===== src/rtl/mem_arbiter_pkg.sv =====
// Shared encodings and types for the memory-port arbiter and its tag owner table.
package mem_arbiter_pkg;

  localparam int MEM_TAG_W        = 4;
  localparam int MEM_STARVE_LIMIT = 4;
  localparam int MEM_ADDR_W       = 64;

  localparam logic [1:0] MEM_NONE  = 2'd0;
  localparam logic [1:0] MEM_LOAD  = 2'd1;
  localparam logic [1:0] MEM_STORE = 2'd2;

  typedef enum logic {
    REQ_I = 1'b0,
    REQ_D = 1'b1
  } req_id_e;

  typedef enum logic [1:0] {
    ARB_IDLE   = 2'd0,
    ARB_HOLD_I = 2'd1,
    ARB_HOLD_D = 2'd2
  } arb_state_e;

endpackage


===== src/rtl/mem_tag_table.sv =====
// Owner table for outstanding load tags: one valid/owner pair per tag, a set port,
// a lookup port that clears on hit (set wins on the same tag), and a registered count.
module mem_tag_table
  import mem_arbiter_pkg::*;
#(
  parameter int TAG_W = MEM_TAG_W
) (
  input  logic             clock,
  input  logic             reset,
  input  logic             set_en_i,
  input  logic [TAG_W-1:0] set_tag_i,
  input  req_id_e          set_owner_i,
  input  logic [TAG_W-1:0] lkp_tag_i,
  output logic             lkp_hit_o,
  output req_id_e          lkp_owner_o,
  output logic [TAG_W:0]   count_o
);

  localparam int N = 1 << TAG_W;

  logic [N-1:0]   valid_q, valid_d;
  logic [N-1:0]   owner_q, owner_d;
  logic [TAG_W:0] count_q, count_d;

  always_comb begin
    lkp_hit_o   = (lkp_tag_i != '0) && valid_q[lkp_tag_i];
    lkp_owner_o = req_id_e'(owner_q[lkp_tag_i]);
    valid_d     = valid_q;
    owner_d     = owner_q;
    if (lkp_hit_o) valid_d[lkp_tag_i] = 1'b0;
    // Applied after the clear so a tag returned and reissued in one cycle stays owned.
    if (set_en_i && (set_tag_i != '0)) begin
      valid_d[set_tag_i] = 1'b1;
      owner_d[set_tag_i] = set_owner_i;
    end
    count_d = '0;
    for (int i = 0; i < N; i++) count_d = count_d + {{TAG_W{1'b0}}, valid_d[i]};
  end

  always_ff @(posedge clock or negedge reset) begin
    if (!reset) begin
      valid_q <= '0;
      owner_q <= '0;
      count_q <= '0;
    end else begin
      valid_q <= valid_d;
      owner_q <= owner_d;
      count_q <= count_d;
    end
  end

  assign count_o = count_q;

endmodule


===== src/rtl/mem_arbiter.sv =====
// Shares one tagged memory port between fetch and data requesters, data first,
// with a starvation bound on fetch; routes returning load data to the tag owner.
module mem_arbiter
  import mem_arbiter_pkg::*;
#(
  parameter int TAG_W        = MEM_TAG_W,
  parameter int STARVE_LIMIT = MEM_STARVE_LIMIT,
  parameter int ADDR_W       = MEM_ADDR_W
) (
  input  logic              clock,
  input  logic              reset,
  input  logic              icache_req_valid,
  input  logic [ADDR_W-1:0] icache_req_addr,
  output logic              icache_req_ack,
  output logic [TAG_W-1:0]  icache_req_tag,
  output logic              icache_rsp_valid,
  output logic [TAG_W-1:0]  icache_rsp_tag,
  output logic [63:0]       icache_rsp_data,
  input  logic              dcache_req_valid,
  input  logic [1:0]        dcache_req_cmd,
  input  logic [ADDR_W-1:0] dcache_req_addr,
  input  logic [63:0]       dcache_req_data,
  output logic              dcache_req_ack,
  output logic [TAG_W-1:0]  dcache_req_tag,
  output logic              dcache_rsp_valid,
  output logic [TAG_W-1:0]  dcache_rsp_tag,
  output logic [63:0]       dcache_rsp_data,
  output logic [1:0]        proc2mem_command,
  output logic [ADDR_W-1:0] proc2mem_addr,
  output logic [63:0]       proc2mem_data,
  input  logic [TAG_W-1:0]  mem2proc_response,
  input  logic [63:0]       mem2proc_data,
  input  logic [TAG_W-1:0]  mem2proc_tag,
  output logic [TAG_W:0]    mem_outstanding,
  output logic              arb_err,
  output arb_state_e        arb_state
);

  // Handshake: a request is offered while *_req_valid is high and is taken only in a
  // cycle where *_req_ack is high; the requester must hold its fields until then.

  localparam int SW = $clog2(STARVE_LIMIT + 1);
  localparam logic [SW-1:0] STARVE_MAX = SW'(STARVE_LIMIT);

  arb_state_e  state_q;
  logic [SW-1:0] starve_q, starve_d;
  logic        err_q;
  logic        sel_valid, accept, rsp_hit;
  req_id_e     sel_id, rsp_owner;
  logic [1:0]  sel_cmd;

  always_comb begin
    sel_valid = 1'b0;
    sel_id    = REQ_I;
    // All combinational outputs are quiet while reset is held.
    if (reset) begin
      if (state_q == ARB_HOLD_I && icache_req_valid) begin
        sel_valid = 1'b1; sel_id = REQ_I;
      end else if (state_q == ARB_HOLD_D && dcache_req_valid) begin
        sel_valid = 1'b1; sel_id = REQ_D;
      end else if (starve_q == STARVE_MAX && icache_req_valid) begin
        sel_valid = 1'b1; sel_id = REQ_I;
      end else if (dcache_req_valid) begin
        sel_valid = 1'b1; sel_id = REQ_D;
      end else if (icache_req_valid) begin
        sel_valid = 1'b1; sel_id = REQ_I;
      end
    end
    sel_cmd          = !sel_valid ? MEM_NONE : ((sel_id == REQ_I) ? MEM_LOAD : dcache_req_cmd);
    accept           = sel_valid && (mem2proc_response != '0);
    proc2mem_command = sel_cmd;
    proc2mem_addr    = !sel_valid ? '0 : ((sel_id == REQ_I) ? icache_req_addr : dcache_req_addr);
    proc2mem_data    = (sel_cmd == MEM_STORE) ? dcache_req_data : '0;
    icache_req_ack   = accept && (sel_id == REQ_I);
    dcache_req_ack   = accept && (sel_id == REQ_D);
    icache_req_tag   = icache_req_ack ? mem2proc_response : '0;
    dcache_req_tag   = dcache_req_ack ? mem2proc_response : '0;

    icache_rsp_valid = reset && rsp_hit && (rsp_owner == REQ_I);
    dcache_rsp_valid = reset && rsp_hit && (rsp_owner == REQ_D);
    icache_rsp_tag   = icache_rsp_valid ? mem2proc_tag  : '0;
    icache_rsp_data  = icache_rsp_valid ? mem2proc_data : '0;
    dcache_rsp_tag   = dcache_rsp_valid ? mem2proc_tag  : '0;
    dcache_rsp_data  = dcache_rsp_valid ? mem2proc_data : '0;

    if (icache_req_valid && !icache_req_ack)
      starve_d = (starve_q == STARVE_MAX) ? starve_q : starve_q + 1'b1;
    else
      starve_d = '0;
  end

  always_ff @(posedge clock or negedge reset) begin
    if (!reset) begin
      state_q  <= ARB_IDLE;
      starve_q <= '0;
      err_q    <= 1'b0;
    end else begin
      // A refused request parks the arbiter on its requester until memory takes it.
      if (!sel_valid || accept) state_q <= ARB_IDLE;
      else state_q <= (sel_id == REQ_I) ? ARB_HOLD_I : ARB_HOLD_D;
      starve_q <= starve_d;
      if ((mem2proc_tag != '0) && !rsp_hit) err_q <= 1'b1;
    end
  end

  mem_tag_table #(.TAG_W(TAG_W)) u_tag_table (
    .clock       (clock),
    .reset       (reset),
    .set_en_i    (accept && (sel_cmd == MEM_LOAD)),
    .set_tag_i   (mem2proc_response),
    .set_owner_i (sel_id),
    .lkp_tag_i   (mem2proc_tag),
    .lkp_hit_o   (rsp_hit),
    .lkp_owner_o (rsp_owner),
    .count_o     (mem_outstanding)
  );

  assign arb_err   = err_q;
  assign arb_state = state_q;

endmodule


===== config.mk =====
export PLATFORM = sky130hd
export DESIGN_NAME = mem_arbiter
export DESIGN_NICKNAME = d
export VERILOG_FILES = /design/src/rtl/mem_arbiter_pkg.sv /design/src/rtl/mem_tag_table.sv /design/src/rtl/mem_arbiter.sv
export SDC_FILE = /design/constraint.sdc
export NUM_CORES = 1
export LEC_CHECK = 0
export ABC_AREA = 0
export BUFFER_PORTS_ARGS = -buffer_cell sky130_fd_sc_hd__buf_2
export CAP_MARGIN = 25
export CORE_AREA = 10 10 210 212
export DETAILED_ROUTE_END_ITERATION = 8
export DIE_AREA = 0 0 220 222
export PLACE_DENSITY = 0.39
export REMOVE_ABC_BUFFERS = 1
export SLEW_MARGIN = 10
export SYNTH_ARGS = -nofsm -noshare
export SYNTH_HDL_FRONTEND = slang
export SYNTH_SLANG_ARGS = --single-unit

===== constraint.sdc =====
create_clock -name clock -period 12.2 [get_ports clock]
set_input_delay 0 -clock clock [delete_from_list [all_inputs] [get_ports clock]]
set_output_delay 0 -clock clock [all_outputs]
set_load 0.05 [all_outputs]

Word level (Yosys, flattened, before mapping)

Index checks and enable logic that the tools add are counted.
W data, S select, Z words.

Add/sub/neg operators: 16
Order comparisons: 4
Equality and inequality tests: 6
Muxes and demuxes: 37
Bitwise operators: 5
Reduce and logical (&&, ||, !) cells: 22

Operators with widths:

| cell                  | count |
|---|---|
| $mux W64              | 5 |
| $add A5 B1 Y5         | 14 |
| $mux W16              | 2 |
| $and A16 B16 Y16      | 1 |
| $bwmux W16            | 1 |
| $logic_and A1 B1 Y1   | 16 |
| $mux W4               | 4 |
| $not A16 Y16          | 1 |
| $or A16 B16 Y16       | 1 |
| $mux W1               | 15 |
| $lt A4 B5 Y1 const B  | 2 |
| $bmux W1 S4           | 2 |
| $demux W1 S4          | 2 |
| $ge A4 B1 Y1 const B  | 2 |
| $mux W2               | 4 |
| $reduce_bool A4 Y1    | 2 |
| $mux W3               | 2 |
| $eq A2 B1 Y1 const B  | 2 |
| $eq A2 B2 Y1 const B  | 2 |
| $add A3 B1 Y3 const B | 1 |
| $eq A3 B3 Y1 const B  | 1 |
| $logic_not A1 Y1      | 3 |
| $add A1 B1 Y2         | 1 |
| $ne A2 B2 Y1 const B  | 1 |
| other kinds (2)       | 3 |

Flip-flop bits (word level): 43
Input bits: 270

Depth between registers and ports, before layout

Gate-level depths: netlist of run 1.

Depth in word-level cells: 27
Mapped depth: 21
Gate-level depth less buffers: 19

Cells and area by module

A second synthesis of run 1 with hierarchy kept.

Cell total of the unflattened synthesis: 666
Area total of the unflattened synthesis: 4,727.0 µm²

Modules (own cells, without submodules):

| module        | times used | cells an instance | area an instance (µm²) | seq. area each (µm²) |
|---|---|---|---|---|
| mem_arbiter   | 1          | 495               | 2,681.3                | 150.1 |
| mem_tag_table | 1          | 171               | 2,045.7                | 925.9 |

Least setup slack after synthesis of run 1

No wires, ideal clock.

Path kind: reg-to-reg
From: reg state_q[1], in the netlist arb_state[1]
To: reg u_tag_table.count_q[1], in the netlist u_tag_table.count_o[1]
Setup time: 0.064 ns
Arrival: 5.352 ns
Setup slack: 6.784 ns
Cell stages (with the launch flop): 18
Buffers on the path: 2
Path through: dfrtp_1 -> nor2b_1 -> o21ai_1 -> a221oi_1 -> clkbuf_1 -> clkbuf_1 -> o21ai_0 -> ha_1 -> inv_1 -> fa_1 -> fa_1 -> fa_1 -> inv_1 -> fa_1 -> fa_1 -> inv_1 -> fa_1 -> inv_1

Longest elaborated chain between the ends: 26

RTL lines:

| item                           | line                | source |
|---|---|---|
| start: declaration             | mem_arbiter.sv:45   | `arb_state_e state_q;` |
| start signal: assignment       | mem_arbiter.sv:100  | `else state_q <= (sel_id == REQ_I) ? ARB_HOLD_I : ARB_HOLD_D;` |
| $eq A2 B2 Y1                   | mem_arbiter.sv:59   | `end else if (state_q == ARB_HOLD_D && dcache_req_valid) begin` |
| $logic_and A1 B1 Y1            | mem_arbiter.sv:59   |  |
| $mux W1                        | mem_arbiter.sv:59   |  |
| $mux W1                        | mem_arbiter.sv:57   | `if (state_q == ARB_HOLD_I && icache_req_valid) begin` |
| $mux W1                        | mem_arbiter.sv:56   | `if (reset) begin` |
| $mux W2 (2 in series)          | mem_arbiter.sv:69   | `sel_cmd = !sel_valid ? MEM_NONE : ((sel_id == REQ_I) ? MEM_LOAD : dcache_req_cmd);` |
| $eq A2 B1 Y1                   | mem_arbiter.sv:109  | `.set_en_i (accept && (sel_cmd == MEM_LOAD)),` |
| $logic_and A1 B1 Y1 *          | mem_arbiter.sv:109  |  |
| $logic_and A1 B1 Y1 *          | mem_tag_table.sv:32 | `if (set_en_i && (set_tag_i != '0)) begin` |
| $mux W16 *                     | mem_tag_table.sv:32 |  |
| via u_tag_table.valid_d[1]     | mem_tag_table.sv:21 | `logic [N-1:0] valid_q, valid_d;` |
| $add A1 B1 Y2 *                | mem_tag_table.sv:37 | `for (int i = 0; i < N; i++) count_d = count_d + {{TAG_W{1'b0}}, valid_d[i]};` |
| $add A5 B1 Y5 * (14 in series) | mem_tag_table.sv:37 |  |
| via u_tag_table.count_d[1]     | mem_tag_table.sv:23 | `logic [TAG_W:0] count_q, count_d;` |
| end signal: assignment         | mem_tag_table.sv:48 | `count_q <= count_d;` |
| end: declaration               | mem_tag_table.sv:23 |  |

Mark *: on every way through the listed nets, which the timed path passes. The rest lies on a longest branch.
A chain may end at the register's enable or synchronous reset.

Worst setup path in the final report of run 1

From: in reset
To: reg u_tag_table.count_q[4], in the netlist u_tag_table.count_o[4]

Longest elaborated chain between the ends: 22

RTL lines:

| item                           | line                | source |
|---|---|---|
| start: declaration             | mem_arbiter.sv:11   | `input logic reset,` |
| $mux W1                        | mem_arbiter.sv:56   |  |
| $mux W2 (2 in series)          | mem_arbiter.sv:69   |  |
| $eq A2 B1 Y1                   | mem_arbiter.sv:109  |  |
| $logic_and A1 B1 Y1 *          | mem_arbiter.sv:109  |  |
| $logic_and A1 B1 Y1 *          | mem_tag_table.sv:32 |  |
| $mux W16 *                     | mem_tag_table.sv:32 |  |
| via u_tag_table.valid_d[1]     | mem_tag_table.sv:21 |  |
| $add A1 B1 Y2 *                | mem_tag_table.sv:37 |  |
| $add A5 B1 Y5 * (14 in series) | mem_tag_table.sv:37 |  |
| via u_tag_table.count_d[4]     | mem_tag_table.sv:23 |  |

Marks and branches as above.

==> results of run 1 <==
## cell usage in the layout (no fill, tap or decap), types with 5 or more instances in the layout
cell / synthesis / layout
a21oi_1: 69 / 68
and2_1: 69 / 69
buf_2: 15 / 556
buf_4: 1 / 10
clkbuf_16: 0 / 5
dfrtp_1: 43 / 43
fa_1: 10 / 10
ha_1: 7 / 7
inv_1: 18 / 18
mux4_2: 8 / 8
nand2_1: 215 / 214
nand2b_1: 9 / 9
nand3_1: 14 / 14
nor2_1: 140 / 140
nor2_4: 10 / 10
nor2b_1: 8 / 8
o21ai_0: 32 / 31
o31ai_1: 13 / 13
## worst min-delay path, cell delays in order
cell and delay [ns]:
buf_2 0.16, o31ai_1 0.13, a21oi_1 0.05
## cell type report
class                      instances  area (µm²)
clock buffer                       5         125
clock inverter                     2        37.5
fill                            4562       31300
inverter                          18        67.6
multi-input combinational        642        3470
sequential                        43        1080
tap                              525         657
timing repair buffer             567        2870
## state kept, by name, indices dropped and copies added (netlist names)
signal               cells
arb_state                2
arb_err                  1
starve_q                 3
u_tag_table.count_o      5
u_tag_table.valid_q     16
u_tag_table.owner_q     16
## per-stage QoR
stage                      util  setup slack (ns)  hold WS [ns]  cells
after global routing      0.209              6.26         0.111   1802
final                     0.209              6.75        0.0924   1802
after CTS                 0.209              6.67        0.0924   1802
after detailed placement  0.205              6.86         0.167   1794
after floorplan               -              5.20        -0.296    703
after global placement    0.205              6.98         0.174   1793
## where the power goes
part           leakage (nW)  switching (W)  internal [W]  total (W)
sequential            0.564      0.0000122      0.000168   0.000180
clock                0.0759      0.0000572     0.0000954   0.000153
combinational          4.09       0.000345      0.000156   0.000501
total                  4.73       0.000414      0.000419   0.000833
## metal layers
| metal | GRT usage | up-vias | share of wire |
|---|---|---|---|
| met5 | 0 | - | 0 |
| met2 | 0.277 | 326 | 0.56 |
| li1 | - | 3476 | - |
| met1 | 0.138 | 3259 | 0.34 |
| met4 | 0.0319 | 0 | 0.019 |
| met3 | 0.0302 | 27 | 0.080 |
## path summary, 6_finish.rpt
check | endpoint | slack [ns] | cells after the start | start
hold reg to reg | u_tag_table.owner_q[0]$_DFFE_PN0P_ | 0.38 | 0 | u_tag_table.owner_q[0]$_DFFE_PN0P_
setup reg to reg | u_tag_table.count_o[4]$_DFF_PN0_ | 6.89 | 19 | starve_q[0]$_DFFE_PN0P_
max in group asynchronous | u_tag_table.owner_q[6]$_DFFE_PN0P_ | 11.38 | 3 | reset
hold / removal | starve_q[1]$_DFFE_PN0P_ | 0.09 | 3 | icache_req_valid
setup / recovery | u_tag_table.count_o[4]$_DFF_PN0_ | 6.75 | 19 | reset
min in group asynchronous | arb_err$_DFFE_PN0P_ | 0.36 | 3 | reset
## logic make-up after synthesis
kind of cell	count (synthesis)
flip-flops	43
AND/OR/NAND/NOR	484
buffers and inverters	86
XOR/XNOR	3
adder cells (fa/ha/maj)	17
AO/OA/AOI/OAI	126
multiplexers	12
==> impl_metrics.yaml, run 1 <==
routing:
  ant_nets: 0
  routed_wl_mm: 36.6
  vias: 7088
  viasPerCell: 3.93
  wl_per_cell_um: 20.3
  drt_pass1_iterations: 4
  route.detailed.drc: 0
  drt_iter0_markers: 269
critical_path:
  crit_arrival_ns: 5.62
  timing.critical_path.buf_inv: 7
  crit_top_cell: "fa_1"
  crit_family: "adder cells"
  critPathLaunchType: "primary input"
  slowest_stage: "fa_1"
  cp.required_ns: 12.38
  endpoint_kind: "flip-flop"
  crit_chain: "dlygate4sd3_1, buf_2, buf_4, nand2_1, a221oi_2, buf_4, o21ai_0, ha_1, inv_1, fa_1, fa_1, fa_1, inv_1, fa_1, fa_1, inv_1, fa_1, nor2b_1, o21a_1"
  crit_path_max_fanout: 52
  crit_type: "primary input to flip-flop"
  slowest_delay_ns: 0.55
die:
  rows: 73
  initial_utilization: 0.123
  design.die.area_mm2: 0.0488
  die_w_um: 220
  die_y_um: 222
  core_mm2: 0.0396
  num_io_pins: 556
synth:
  muxShareOfSynthArea: 0.0460
  synth_edf_count: 0
  synth_most_common_cell: "nand2_1"
  synth_compound_area_frac: 0.142
  synth-simple-area-share: 0.447
  synth_top_family_by_area: "simple AND/OR/NAND/NOR gates"
  synthCells: 771
  synth_common_cells: "nand2_1 (215), nor2_1 (140), a21oi_1 (69), and2_1 (69), dfrtp_1 (43)"
  ys.flop_type: "dfrtp_1"
  synth_top_cell_area_share: 0.220
  avgSynthCellArea_um2: 6.34
  yosys-top-cells-area: "dfrtp_1 (22%), nand2_1 (17%), nor2_1 (11%)"
  synth_cell_types: 40
  synth_xor_area_frac: 0.00537
  synthAdderAreaFrac: 0.0588
  netlist_area_mm2: 0.00489
  ys_seq_area_frac: 0.220
  synth_warnings: 0
  ys_async_sr_fraction: 1.00
  synth-seq-cells: 43
  synth_top_cell_by_area: "dfrtp_1"
pwr:
  finalPower_w: 0.000833
  ir_drop_mv: 0.0510
  p_leak_nw: 4.73
  p_per_area_mw_per_mm2: 100
placement:
  port_buffers: 555
  dpl.hpwl_mm: 31.9
  gp_congestion: 0.949
  post_dp_cell_area_mm2: 0.00813
timing:
  slew_violations: 0
  rsz0062_at_grt: "false"
  setup_tns_ns: 0
  setup_violations: 0
  timing.final.crit_share: 0.446
  worst-slew-pin-transition_ns: 0.926
  relSlewSlack: 0.382
  skew_ns: 0.00778
  final_hold_viol_count: 0
  fmax_ghz: 0.184
  period_minus_slack_ns: 5.45
global_route:
  antenna_found_initial: 2
  grt_max_degree: 75
  grt_pass1_vias: 7245
  grt_pass1_wl_mm: 50.3
  grt_usage: 0.138
  grt_overflow: 0
layout:
  finalNetCount: 1564
  areaGrowthSynthToFinish_pct: 69.7
  layout-drive-gt1-share: 0.474
  n_antenna_cell: 0
  final_cell_area_mm2: 0.00830
clocking:
  clock-sinks: 43
  clk_latency_ns: 0.29
  cts_tree: "built"
  cts_setup_buffers: 0
  ctsResizeCount: 0
  numCtsBuffers: 5
  cts_buffer_depth: 2
  clk_pin_slew_ns: 0.06
  hold_buffers: 1
  cts_max_level: 2
  cts-root-buf: "clkbuf_16"
hold_path:
  min_path_type: "primary input to flip-flop"
status:
  status: "finished, final reports clean"
job:
  drv_cap: 0
Note: power is estimated with default switching activity, not from simulation.
==> inputs of run 2 (changes only) <==
--- a/config.mk
+++ b/config.mk
@@ -8,9 +8,9 @@
 export ABC_AREA = 0
 export BUFFER_PORTS_ARGS = -buffer_cell sky130_fd_sc_hd__buf_2
 export CAP_MARGIN = 25
-export CORE_AREA = 10 10 210 212
+export CORE_AREA = 10 10 207 209
 export DETAILED_ROUTE_END_ITERATION = 8
-export DIE_AREA = 0 0 220 222
+export DIE_AREA = 0 0 217 219
 export PLACE_DENSITY = 0.39
 export REMOVE_ABC_BUFFERS = 1
 export SLEW_MARGIN = 10
==> constraint.sdc (replaced) <==
create_clock -name clock -period 5.45 [get_ports clock]
set_input_delay 0 -clock clock [delete_from_list [all_inputs] [get_ports clock]]
set_output_delay 0 -clock clock [all_outputs]
set_load 0.05 [all_outputs]
==> run 2 against run 1 <==
Compared with the run above:
- worst hold slack worse by 0.0024 ns
- register-to-register slack worse by 6.5 ns
- non-clock buffer count is 1 higher
- count of clock-buffer cells in the layout is 1 higher
- critical path depth stayed put
- flip-flop and latch count stayed put
- sequential share of layout area hardly changed
- combinational power is 130% higher
==> impl_metrics.yaml, run 2 (synthesis results as in run 1) <==
status:
  status: "finished, final reports clean"
critical_path:
  cp.required_ns: 5.63
  endpoint_kind: "flip-flop"
  slowest_delay_ns: 0.54
  slowest_stage: "fa_1"
  critPathLaunchType: "flip-flop"
  crit_type: "flip-flop to flip-flop"
  crit_chain: "inv_1, ha_1, nand2_1, o21ai_1, a221oi_2, buf_4, buf_6, o21ai_0, inv_1, fa_1, fa_1, fa_1, inv_1, fa_1, fa_1, inv_1, fa_1, nor2b_1, o21a_1"
  crit_family: "adder cells"
  crit_top_cell: "fa_1"
  crit_arrival_ns: 5.23
  timing.critical_path.buf_inv: 6
  crit_path_max_fanout: 31
timing:
  fin_ws_ns: 0.402
  rsz0062_at_grt: "false"
  final_hold_viol_count: 0
  slew_violations: 0
  setup_violations: 0
  period_minus_slack_ns: 5.05
  skew_ns: 0.00474
  setup_tns_ns: 0
  timing.final.crit_share: 0.926
  relSlewSlack: 0.362
  fmax_ghz: 0.198
  worst-slew-pin-transition_ns: 0.948
clocking:
  cts_buffer_depth: 2
  cts_max_level: 2
  clk_pin_slew_ns: 0.06
  cts-root-buf: "clkbuf_16"
  numCtsBuffers: 5
  cts_tree: "built"
  clk_latency_ns: 0.29
  clock-sinks: 43
die:
  rows: 72
  design.die.area_mm2: 0.0475
  num_io_pins: 556
  die_y_um: 219
  initial_utilization: 0.127
  die_w_um: 217
  core_mm2: 0.0386
global_route:
  antenna_found_initial: 7
  grt_overflow: 0
  grt_max_degree: 70
  grt_pass1_wl_mm: 52.9
  grt_pass1_vias: 7484
  grt_usage: 0.151
pwr:
  p_per_area_mw_per_mm2: 226
  p_switching_w: 0.000930
  pwr-share-comb: 0.599
  seq_power_share: 0.212
  internal_power_w: 0.000953
  ir_drop_mv: 0.100
  clockPowerShare: 0.189
  p_leak_nw: 4.75
  swShare: 0.494
routing:
  routed_wl_mm: 38.3
  route.detailed.drc: 0
  wl_per_cell_um: 21.3
  vias: 7127
  drt_iter0_markers: 357
  drt_pass1_iterations: 5
  ant_nets: 0
  viasPerCell: 3.96
layout:
  layout-drive-gt1-share: 0.475
  finalNetCount: 1565
  layout_commonest_cell: "buf_2"
  post-route-util: 0.216
  areaGrowthSynthToFinish_pct: 70.1
  final_cell_mix: "buf_2 (555), nand2_1 (214), nor2_1 (140)"
placement:
  gp_congestion: 0.847
  dp_slack_ns: 0.273
  port_buffers: 555
  dpl.hpwl_mm: 33.6
job:
  drv_cap: 0
hold_path:
  min_path_type: "primary input to flip-flop"
[run 2: metal layers]
layer  global-route usage  vias up  part of all wire
met3               0.0334       39             0.069
met5                    0        -                 0
met4               0.0392        0             0.025
li1                     -     3483                 -
met2                0.320      324              0.58
met1                0.138     3281              0.33
[run 2: worst paths after layout]
check	start	to	slack (ns)	depth (start not counted)
setup / recovery	starve_q[0]$_DFFE_PN0P_	u_tag_table.count_o[4]$_DFF_PN0_	0.40	19
hold / removal	icache_req_valid	starve_q[0]$_DFFE_PN0P_	0.09	3
setup reg to reg	starve_q[0]$_DFFE_PN0P_	u_tag_table.count_o[4]$_DFF_PN0_	0.40	19
hold reg to reg	u_tag_table.owner_q[0]$_DFFE_PN0P_	u_tag_table.owner_q[0]$_DFFE_PN0P_	0.40	0
max in group asynchronous	reset	u_tag_table.owner_q[8]$_DFFE_PN0P_	4.47	3
min in group asynchronous	reset	arb_state[1]$_DFF_PN0_	0.10	2
[run 2: area by class of cell]
type / instances / area (µm²)
Clock buffer: 6 / 139
Antenna cell: 1 / 2.50
Inverter: 18 / 67.6
Tap cell: 518 / 648
Sequential cell: 43 / 1080
Fill cell: 4454 / 30200
Clock inverter: 2 / 35.0
Multi-Input combinational cell: 642 / 3470
Timing Repair Buffer: 568 / 2880
[run 2: repair_timing]
item / in CTS / in global routing
gates resized for setup: 0 / 2
endpoints found under the setup margin: 0 / 3
endpoints found under the hold margin: 2 / 0
setup buffers: 0 / 1
hold buffers: 1 / 0
[run 2: stage by stage]
stage	instances	hold slack, ns	total power [W]	cell area, µm²
after floorplan	703	-0.296	0.00118	4560
after global placement	1787	-0.126	0.00155	8120
after detailed placement	1787	-0.127	0.00155	8120
after CTS	1796	0.0812	0.00192	8310
after global routing	1798	0.113	0.00204	8320
final	1798	0.0901	0.00188	8320
[run 2: power groups by stage]
stage                     registers, W  clock network, W  logic (W)
after floorplan               0.000439                 0   0.000739
after global placement        0.000408                 0    0.00114
after detailed placement      0.000405                 0    0.00115
after CTS                     0.000399          0.000367    0.00115
after global routing          0.000405          0.000377    0.00125
final                         0.000400          0.000355    0.00113
[run 2: tightest hold or removal path: stages]
cell and delay, ns:
buf_2 0.16, o31ai_1 0.12, nor2_1 0.06
==> inputs of run 3 (changes only) <==
--- a/config.mk
+++ b/config.mk
@@ -8,11 +8,10 @@
 export ABC_AREA = 0
 export BUFFER_PORTS_ARGS = -buffer_cell sky130_fd_sc_hd__buf_2
 export CAP_MARGIN = 25
-export CORE_AREA = 10 10 207 209
+export CORE_AREA = 10 10 210 212
 export DETAILED_ROUTE_END_ITERATION = 8
-export DIE_AREA = 0 0 217 219
+export DIE_AREA = 0 0 220 222
 export PLACE_DENSITY = 0.39
-export REMOVE_ABC_BUFFERS = 1
 export SLEW_MARGIN = 10
 export SYNTH_ARGS = -nofsm -noshare
 export SYNTH_HDL_FRONTEND = slang
==> constraint.sdc (replaced) <==
create_clock -name clock -period 5.9 [get_ports clock]
set_input_delay 0 -clock clock [delete_from_list [all_inputs] [get_ports clock]]
set_output_delay 0 -clock clock [all_outputs]
set_load 0.05 [all_outputs]
==> run 3 against run 2 <==
Compared with the run above:
- routed wire length down 12%
- critical path depth is 1 lower
- critical endpoint unchanged
- sequential share of layout area about the same
- flip-flop and latch count unchanged
- register-to-register slack better by 0.39 ns
- non-clock buffer count decreased by 4
- die area grew 2.8%
- final cell count rose by 0.11%
- core utilization fell by 0.61 points
- setup slack improved by 0.39 ns
==> impl_metrics.yaml, run 3 (synthesis results as in run 1) <==
status:
  status: "finished, final reports clean"
layout:
  final_cell_mix: "buf_2 (555), nand2_1 (214), nor2_1 (140)"
  layout-drive-gt1-share: 0.473
  finalNetCount: 1561
  n_antenna_cell: 0
  areaGrowthSynthToFinish_pct: 69.9
  final_cell_area_mm2: 0.00831
  layout_commonest_cell: "buf_2"
clocking:
  cts_max_level: 2
  ctsResizeCount: 0
  clock-sinks: 43
  cts_tree: "built"
  clk_latency_ns: 0.28
  hold_buffers: 1
  cts_setup_buffers: 0
  clk_pin_slew_ns: 0.06
  cts-root-buf: "clkbuf_16"
  cts_buffer_depth: 2
  numCtsBuffers: 5
routing:
  vias: 7081
  drt_iter0_markers: 369
  routed_wl_mm: 33.8
  ant_nets: 0
  viasPerCell: 3.93
  drt_pass1_iterations: 7
  wl_per_cell_um: 18.8
  route.detailed.drc: 0
critical_path:
  endpoint_kind: "flip-flop"
  crit_arrival_ns: 5.28
  critPathLaunchType: "flip-flop"
  crit_type: "flip-flop to flip-flop"
  slowest_stage: "fa_1"
  cp.required_ns: 6.07
  crit_chain: "inv_1, ha_1, nand2_1, o21ai_1, a221oi_2, buf_4, o21ai_0, fa_1, inv_1, fa_1, fa_1, inv_1, fa_1, fa_1, inv_1, fa_1, nor2b_1, o21a_1"
  crit_top_cell: "fa_1"
  slowest_delay_ns: 0.58
  crit_path_max_fanout: 31
die:
  design.die.area_mm2: 0.0488
  initial_utilization: 0.123
  rows: 73
  die_y_um: 222
  core_mm2: 0.0396
  num_io_pins: 556
  die_w_um: 220
timing:
  final_hold_viol_count: 0
  fmax_ghz: 0.196
  relSlewSlack: 0.371
  skew_ns: 0.00604
  setup_violations: 0
  slew_violations: 0
  period_minus_slack_ns: 5.11
  setup_tns_ns: 0
  rsz0062_at_grt: "false"
  timing.final.crit_share: 0.865
  worst-slew-pin-transition_ns: 0.943
global_route:
  grt_pass1_wl_mm: 47.6
  busiest_layer: "met2"
  grt_max_degree: 74
  use_met3: 0.0442
  grtUsageMet2: 0.237
  grt_pass1_vias: 7417
  grt_usage: 0.126
  grt_overflow: 0
  grt_use_met1: 0.134
  antenna_found_initial: 6
placement:
  dpl.hpwl_mm: 29.4
  port_buffers: 555
  post_dp_cell_area_mm2: 0.00811
  gp_congestion: 0.889
pwr:
  p_per_area_mw_per_mm2: 212
  p_leak_nw: 4.73
  ir_drop_mv: 0.129
hold_path:
  min_path_type: "primary input to async pin"
job:
  drv_cap: 0
synth:
  synth_nets: 1058
-- run 3: cell count changes in the layout (fill, tap and decap cells not counted), sizes merged --
cell / before / now
clkinvlp: 0 / 1
diode: 1 / 0
clkinv: 1 / 0
buf: 567 / 563
bufinv: 1 / 2
clkbuf: 6 / 5
-- run 3: report_power, final --
part / switching, W / total [W] / leakage [nW] / internal (W)
registers: 0.0000258 / 0.000372 / 0.564 / 0.000346
logic: 0.000712 / 0.00103 / 4.08 / 0.000317
clock network: 0.000119 / 0.000362 / 0.0900 / 0.000243
total: 0.000857 / 0.00176 / 4.73 / 0.000906
-- run 3: metal layers --
| layer | vias to the layer above | routed length, µm |
|---|---|---|
| met1 | 3172 | 12200 |
| met2 | 409 | 17300 |
| met5 | - | 41 |
| met4 | 6 | 273 |
| met3 | 25 | 3950 |
| li1 | 3469 | - |
-- run 3: path summary, 6_finish.rpt --
| kind | startpoint | cells past startpoint | endpoint | slack [ns] |
|---|---|---|---|---|
| max | starve_q[0]$_DFFE_PN0P_ | 18 | u_tag_table.count_o[4]$_DFF_PN0_ | 0.79 |
| min | reset | 2 | arb_state[1]$_DFF_PN0_ | 0.10 |
| max reg2reg | starve_q[0]$_DFFE_PN0P_ | 18 | u_tag_table.count_o[4]$_DFF_PN0_ | 0.79 |
| min reg2reg | u_tag_table.owner_q[0]$_DFFE_PN0P_ | 0 | u_tag_table.owner_q[0]$_DFFE_PN0P_ | 0.40 |
| max in group asynchronous | reset | 3 | u_tag_table.valid_q[6]$_DFF_PN0_ | 4.98 |
| min in group clock | icache_req_valid | 3 | starve_q[0]$_DFFE_PN0P_ | 0.13 |
-- run 3: cell type report --
cell class / instances / area [µm²]
fill: 4576 / 31300
inverter: 18 / 67.6
tap: 525 / 657
multi-input combinational: 642 / 3470
timing repair buffer: 564 / 2850
clock buffer: 5 / 125
clock inverter: 3 / 67.6
sequential: 43 / 1080
-- run 3: metrics by stage --
step	std cells	total power (W)	setup WS, ns	util	hold WS, ns
floorplan	771	0.00112	0.484	-	-0.296
global placement	1791	0.00144	0.804	0.205	-0.188
CTS	1800	0.00179	0.746	0.210	0.118
detailed placement	1791	0.00143	0.781	0.205	-0.186
finish	1800	0.00176	0.794	0.210	0.103
global route	1800	0.00190	0.472	0.210	0.136
-- run 3: critical path, delay by kind of cell, from the launching register on --
family,cells,cell delay [ns]
DFF,1,0.38
and+or+nand+nor,2,0.18
AOI/OAI and AO/OA,4,0.90
buffers and inverters,5,0.59
adders and majority gates,7,2.92
